<file path="src/rtl/sbox_iter_ctrl.sv">
// sbox_iter_ctrl: iterative S-box sequencer.
// Takes one value per request and feeds it through an external combinational
// S-box iter_num times. The intermediate value lives in val_q and loops back
// to the S-box input. The result is returned over a valid/ready handshake.
// Optional build macro SBOX_ITER_CLR_EN: scrub the value register after
// consume/flush and hold the S-box input at zero while idle.
module sbox_iter_ctrl #(
  parameter int WIDTH = 8,
  parameter int CNT_W = 4
) (
  input  logic             clk,
  input  logic             rst,
  input  logic             flush,
  input  logic             in_valid,
  output logic             in_ready,
  input  logic [WIDTH-1:0] value_in,
  input  logic [CNT_W-1:0] iter_num,
  output logic             out_valid,
  input  logic             out_ready,
  output logic [WIDTH-1:0] value_out,
  output logic [WIDTH-1:0] sbox_in,
  input  logic [WIDTH-1:0] sbox_out,
  output logic             busy
);

  typedef enum logic [1:0] {
    IDLE = 2'd0,
    RUN  = 2'd1,
    DONE = 2'd2
  } state_t;

  state_t           state_q, state_d;
  logic [WIDTH-1:0] val_q, val_d;
  logic [CNT_W-1:0] cnt_q, cnt_d;
  logic [CNT_W-1:0] tgt_q, tgt_d;
  logic             accept;
  logic [CNT_W-1:0] cntInc;

  // Handshake signals, status flags and the S-box input mux.
  // While reset is asserted no accept can happen, so the mux shows val_q
  // (which is zero) and the S-box input stays quiet.
  always_comb begin
    in_ready  = (state_q == IDLE) || ((state_q == DONE) && out_ready);
    accept    = in_valid && in_ready && rst;
    out_valid = (state_q == DONE);
    busy      = (state_q == RUN);
    value_out = val_q;
    cntInc    = cnt_q + 1'b1;
    if (accept) begin
      sbox_in = value_in;
    end else begin
      sbox_in = val_q;
    end
`ifdef SBOX_ITER_CLR_EN
    if ((state_q == IDLE) && !in_valid) begin
      sbox_in = '0;
    end
`endif
  end

  // Next-state logic: flush beats everything, then accept/iterate/hold rules.
  always_comb begin
    state_d = state_q;
    val_d   = val_q;
    cnt_d   = cnt_q;
    tgt_d   = tgt_q;
    if (flush) begin
      state_d = IDLE;
      cnt_d   = '0;
`ifdef SBOX_ITER_CLR_EN
      val_d   = '0;
`endif
    end else begin
      unique case (state_q)
        IDLE: begin
          if (accept) begin
            if (iter_num == '0) begin
              val_d   = value_in;
              state_d = DONE;
            end else if (iter_num == CNT_W'(1)) begin
              val_d   = sbox_out;
              cnt_d   = CNT_W'(1);
              state_d = DONE;
            end else begin
              val_d   = sbox_out;
              cnt_d   = CNT_W'(1);
              tgt_d   = iter_num;
              state_d = RUN;
            end
          end
        end
        RUN: begin
          val_d = sbox_out;
          cnt_d = cntInc;
          if (cntInc == tgt_q) begin
            state_d = DONE;
          end
        end
        DONE: begin
          if (out_ready) begin
            if (accept) begin
              if (iter_num == '0) begin
                val_d   = value_in;
                state_d = DONE;
              end else if (iter_num == CNT_W'(1)) begin
                val_d   = sbox_out;
                cnt_d   = CNT_W'(1);
                state_d = DONE;
              end else begin
                val_d   = sbox_out;
                cnt_d   = CNT_W'(1);
                tgt_d   = iter_num;
                state_d = RUN;
              end
            end else begin
              state_d = IDLE;
`ifdef SBOX_ITER_CLR_EN
              val_d   = '0;
`endif
            end
          end
        end
        default: begin
          state_d = IDLE;
        end
      endcase
    end
  end

  // State and datapath registers with asynchronous active-low reset.
  always_ff @(posedge clk or negedge rst) begin
    if (!rst) begin
      state_q <= IDLE;
      val_q   <= '0;
      cnt_q   <= '0;
      tgt_q   <= '0;
    end else begin
      state_q <= state_d;
      val_q   <= val_d;
      cnt_q   <= cnt_d;
      tgt_q   <= tgt_d;
    end
  end

endmodule

</file>
<file path="config.mk">
export PLATFORM = sky130hd
export DESIGN_NAME = sbox_iter_ctrl
export DESIGN_NICKNAME = d
export VERILOG_FILES = /design/src/rtl/sbox_iter_ctrl.sv
export SDC_FILE = /design/constraint.sdc
export NUM_CORES = 1
export LEC_CHECK = 0
export ABC_AREA = 1
export CORE_AREA = 2 2 48 50
export CTS_BUF_LIST = sky130_fd_sc_hd__clkbuf_8
export CTS_CLUSTER_DIAMETER = 120
export DETAILED_ROUTE_END_ITERATION = 6
export DIE_AREA = 0 0 50 52
export DONT_BUFFER_PORTS = 1
export GPL_TIMING_DRIVEN = 0
export PLACE_DENSITY = 0.8
export RECOVER_POWER = 50
export REMOVE_ABC_BUFFERS = 1
export SLEW_MARGIN = 30
export SYNTH_ARGS = -nofsm -noshare
export SYNTH_HDL_FRONTEND = slang
export SYNTH_SLANG_ARGS = --single-unit
</file>
<file path="constraint.sdc">
create_clock -name clk -period 1.64 [get_ports clk]
set_clock_uncertainty 0.2 [all_clocks]
set_input_delay 0.41 -clock clk [delete_from_list [all_inputs] [get_ports clk]]
set_output_delay 0.41 -clock clk [all_outputs]
set_load 0.03 [all_outputs]
</file>
Yosys cells after proc, flatten, opt, wreduce, memory -nomap -nowiden --
Index checks and enable logic that the tools add are counted.
Storage, ports and cells: word-level logic and storage cells 50, bits in registers 18, input bits 25, output and inout port bits 19
Operators by class: multiplexer cells 23, equality and inequality tests 8, reductions and logical operators 13, add/sub/neg operators 1, bitwise operators 1
Operators by type and width (count):
- $mux W4 | 8
- $mux W8 | 4
- $pmux W8 S3 | 1
- $mux W2 | 7
- $pmux W4 S3 | 1
- $reduce_and A3 Y1 | 3
- $pmux W4 S2 | 1
- $ne A3 B2 Y1 const B | 2
- $pmux W2 S3 | 1
- $add A4 B1 Y4 const B | 1
- $eq A4 B1 Y1 const B | 1
- $eq A4 B4 Y1 | 1
- $logic_not A4 Y1 | 1
- $reduce_bool A4 Y1 | 1
- $logic_and A1 B1 Y1 | 3
- $ne A3 B3 Y1 const B | 1
- $reduce_bool A3 Y1 | 1
- $eq A2 B1 Y1 const B | 1
- $eq A2 B2 Y1 const B | 1
- $logic_not A2 Y1 | 1
- $ne A2 B1 Y1 const B | 1
- $reduce_and A2 Y1 | 1
- $reduce_bool A2 Y1 | 1
- $logic_or A1 B1 Y1 | 1
- $not A1 Y1 | 1

Logic depth before layout (Yosys ltp) --
Gate-level depths: netlist (run 1).
depth after elaboration 9, mapped depth 10

Least setup slack after synthesis (run 1) --
No wires, ideal clock.
path kind input port to output port, start point input port out_ready, end point output port sbox_in[0], data required time 1.030 ns, data arrival time 1.606 ns, stages on the path 6, buffers on the path 1, setup slack -0.576 ns, cell sequence inv_1 nand2_1 nand2_1 nor2_4 buf_2 o21ai_0
Between the ends: word-level cells in the longest chain between the ends 5
RTL lines:
- start: declaration | RTL line 19 | input logic out_ready,
- $logic_and A1 B1 Y1 | RTL line 43 | in_ready = (state_q == IDLE) || ((state_q == DONE) && out_ready);
- $logic_or A1 B1 Y1 | RTL line 43
- $logic_and A1 B1 Y1 (2 in a row) | RTL line 44 | accept = in_valid && in_ready && rst;
- $mux W8 | RTL line 49 | if (accept) begin
- end: declaration | RTL line 21 | output logic [WIDTH-1:0] sbox_in,
No other way between the ends.

Worst setup path after layout (run 1) --
start point register state_q[0], end point output port sbox_in[6]
Between the ends: word-level cells in the longest chain between the ends 6, elaborated cells between the ends (all ways) 7, those cells by class 1 x eq/ne; 1 x mux; 5 x reduce/logical
RTL lines:
- start: declaration | RTL line 32 | state_t state_q, state_d;
- start signal: assignment | RTL line 138 | state_q <= state_d;
- $eq A2 B2 Y1 | RTL line 43
- $logic_and A1 B1 Y1 | RTL line 43
- $logic_or A1 B1 Y1 * | RTL line 43
- $logic_and A1 B1 Y1 * (2 in a row) | RTL line 44
- $mux W8 * | RTL line 49
Every way passes the cells marked *; elsewhere a longest branch is shown, timed or not.

==> results of run 1 <==
worst max-delay path, cell delays in order (launching register included):
cell and delay, ns:
dfrtp_1 0.40, inv_2 0.09, nand2_4 0.06, nor2_4 0.16
clkbuf_16 0.19, nand2_2 0.08, o21ai_4 0.14
cell families after synthesis:
family / Yosys count / synth area share (%)
DFF: 18 / 38.8
buffers and inverters: 32 / 12.0
adders and majority gates: 1 / 1.08
and+or+nand+nor: 67 / 28.5
xor gates and xnor gates: 1 / 0.755
AOI/OAI and AO/OA: 34 / 18.9
sequential cells by signal, summed over array words and instances, names as in the netlist:
register and cells:
cnt_q 4, value_out 8, state_q 2, tgt_q 4
through the flow:
| stage | setup WS, ns | total power, W |
|---|---|---|
| floorplan | -0.448 | 0.00110 |
| global placement | -0.562 | 0.00115 |
| detailed placement | -0.580 | 0.00117 |
| CTS | -0.313 | 0.00173 |
| global route | -0.403 | 0.00196 |
| finish | -0.361 | 0.00188 |
timing repair:
| action | CTS | global route |
|---|---|---|
| hold buffers | 1 | 0 |
| cloned | 0 | 1 |
| pin swaps | 7 | 16 |
| setup endpoints to repair | 26 | 29 |
| endpoints found under the hold margin | 18 | 0 |
| setup buffers | 24 | 13 |
| resized for setup | 37 | 35 |
power by group through the flow:
| stage | Sequential (W) | Clock [W] | Combinational (W) |
|---|---|---|---|
| 6_report | 0.000748 | 0.000377 | 0.000758 |
| 2_1_floorplan | 0.000727 | 0 | 0.000375 |
| 3_5_place_dp | 0.000746 | 0 | 0.000424 |
| 5_1_grt | 0.000755 | 0.000392 | 0.000812 |
| 4_1_cts | 0.000733 | 0.000375 | 0.000623 |
| 3_3_place_gp | 0.000745 | 0 | 0.000408 |
layout make-up:
cell class / instances / area (um2) / area share (%)
flip-flops and latches: 18 / 450 / 25.4
clock buffers: 4 / 55.1 / 3.10
repair buffers: 36 / 365 / 20.6
well taps: 28 / 35.0 / 1.97
multi-input cells: 103 / 752 / 42.4
inverters: 29 / 118 / 6.62
how the worst max path moves through the flow:
| stage | startpoint | endpoint | slack, ns | depth (start not counted) |
|---|---|---|---|---|
| floorplan | out_ready | sbox_in[0] | -0.45 | 5 |
| global placement | out_ready | sbox_in[5] | -0.56 | 5 |
| detailed placement | out_ready | sbox_in[5] | -0.58 | 5 |
| CTS | state_q[1] | sbox_in[2] | -0.31 | 6 |
| global route | state_q[1] | sbox_in[6] | -0.40 | 6 |
| finish | state_q[0] | sbox_in[6] | -0.36 | 6 |
cells in the mapped netlist (2+ instances only):
| master | number | area, um2 |
|---|---|---|
| buf_6 | 2 | 22.5 |
| o211ai_2 | 2 | 25.0 |
| nand3_1 | 10 | 50.1 |
| nor2_1 | 4 | 15.0 |
| o211ai_1 | 6 | 45.0 |
| nand2_1 | 45 | 169 |
| dfrtp_1 | 18 | 450 |
| o21ai_0 | 18 | 90.1 |
| inv_1 | 27 | 101 |
| nor2_4 | 2 | 22.5 |
| a21oi_1 | 3 | 15.0 |
| o21ai_1 | 2 | 10.0 |
layer usage:
layer  vias to the layer above  GRT usage, %  routed length (um)
met2                        88          46.1                2250
met3                        17          7.18                 332
met4                         0          14.8                 147
met1                       608          31.6                1430
li1                        572             -                   -
met5                         -             0                   0
==> flow_summary.yaml, run 1 <==
clock_network:
  h-tree-depth: 1
  cts_buffer_depth: 2
  cts_root_buf: "clkbuf_8"
  clk_latency_ns: 0.26
  cts-buffers-inserted: 3
  cts.sinks: 18
  clk_pin_slew_ns: 0.07
  cts_tree: "yes"
power:
  p_sw_share_pct: 45.0
  p_leak_nw: 0.830
  p_clk_share_pct: 20.0
  power.switching_w: 0.000848
  intPower_w: 0.00103
  power_frac_comb_pct: 40.3
  power.density_mw_per_mm2: 1060
  vdd_drop_max_mv: 0.737
  seq_power_share_pct: 39.7
finish:
  postLayoutCoreUtil_pct: 84.3
  instances_no_fill: 218
  num_antenna_cells: 0
  fillerInstances: 112
  layout_commonest_cell: "nand2_1"
  drive_gt1_share_pct: 42.6
  final_nets: 217
  area_delta_synth_final_pct: 53.1
  stdcell_area_mm2: 0.00178
  mostFrequentLayoutCells: "nand2_1, inv_1, buf_4"
hold_path:
  worst_hold_path.endpoint: "cnt_q[3]"
  min_path_type: "in2reg"
  min_delay_path_depth: 1
  hold_start: "flush"
sta:
  period_minus_slack_ns: 2.00
  worstMarginPinSlew_ns: 0.868
  fmax_mhz: 500
  grt_setup_unrepaired: "true"
  setup_viol: 25
  slew_violations: 0
  timing.final.ws_setup_ns: -0.361
  fin_setup_tns_ns: -4.73
  period_share_pct: 122
  holdWs_ns: 0.0575
  hold_viol: 0
  maxSlewHeadroom_pct: 41.9
route:
  vias: 1285
  drt_wl_total_mm: 4.16
  drtIter0Drc: 34
  wl_per_cell_um: 19.1
  first_pass_iters: 4
  post-route-drc-count: 0
  ant_nets: 0
  viasPerCell: 5.89
critical_path:
  crit_fanout: 7
  cp-start-kind: "flop"
  worstPathArrival_ns: 1.39
  crit_required_ns: 1.03
  reg2reg_from: "state_q[1]"
  rrSetupSlack_ns: -0.17
  ff2ff_path_depth: 8
  r2r-end: "value_out[0]"
  path_class: "reg2out"
  worst_setup_path_end_kind: "output pin"
flow_run:
  maxCapViolations: 0
global_route:
  grt_max_degree: 19
  grt_first_pass_wirelength_mm: 5.25
  grt_use_total_pct: 27.3
  grt_pass1_vias: 1112
  antenna_found_initial: 0
  grt.overflow.total: 0
yosys:
  avgSynthCellArea_um2: 7.58
  synthArstFlopShare_pct: 100
  synth_cell_type_count: 26
  synth_cells: 153
  synth_seq_cells: 18
  synth_edf_count: 0
  ys_seq_area_share_pct: 38.8
  synthFlopType: "dfrtp_1"
  yosysWarnings: 0
  netlist_area_mm2: 0.00116
placement:
  placedInstanceArea_mm2: 0.00117
  hpwl_mm: 1.87
  dp_cells: 178
  place_congestion: 0.815
  io_buffer_count: 0
outcome:
  violations: "setup timing"
  outcome: "finished with violations"
die:
  coreArea_mm2: 0.00211
  start_util_pct: 55.1
  die_x_um: 50
  rows: 17
  io_pins: 44
  die-area_mm2: 0.00260
  die_h_um: 52
No activity file was read; power rests on OpenSTA's default activity.
==> inputs of run 2 (changes only) <==
Settings changed: SLEW_MARGIN 30 to unset.
==> results of run 2 <==
Same layout as run 1: the final DEF is identical, and so are final timing and power.
==> inputs of run 3 (changes only) <==
Settings changed: CAP_MARGIN set to 20.
==> results of run 3 <==
Same layout as run 1: the final DEF is identical, and so are final timing and power.
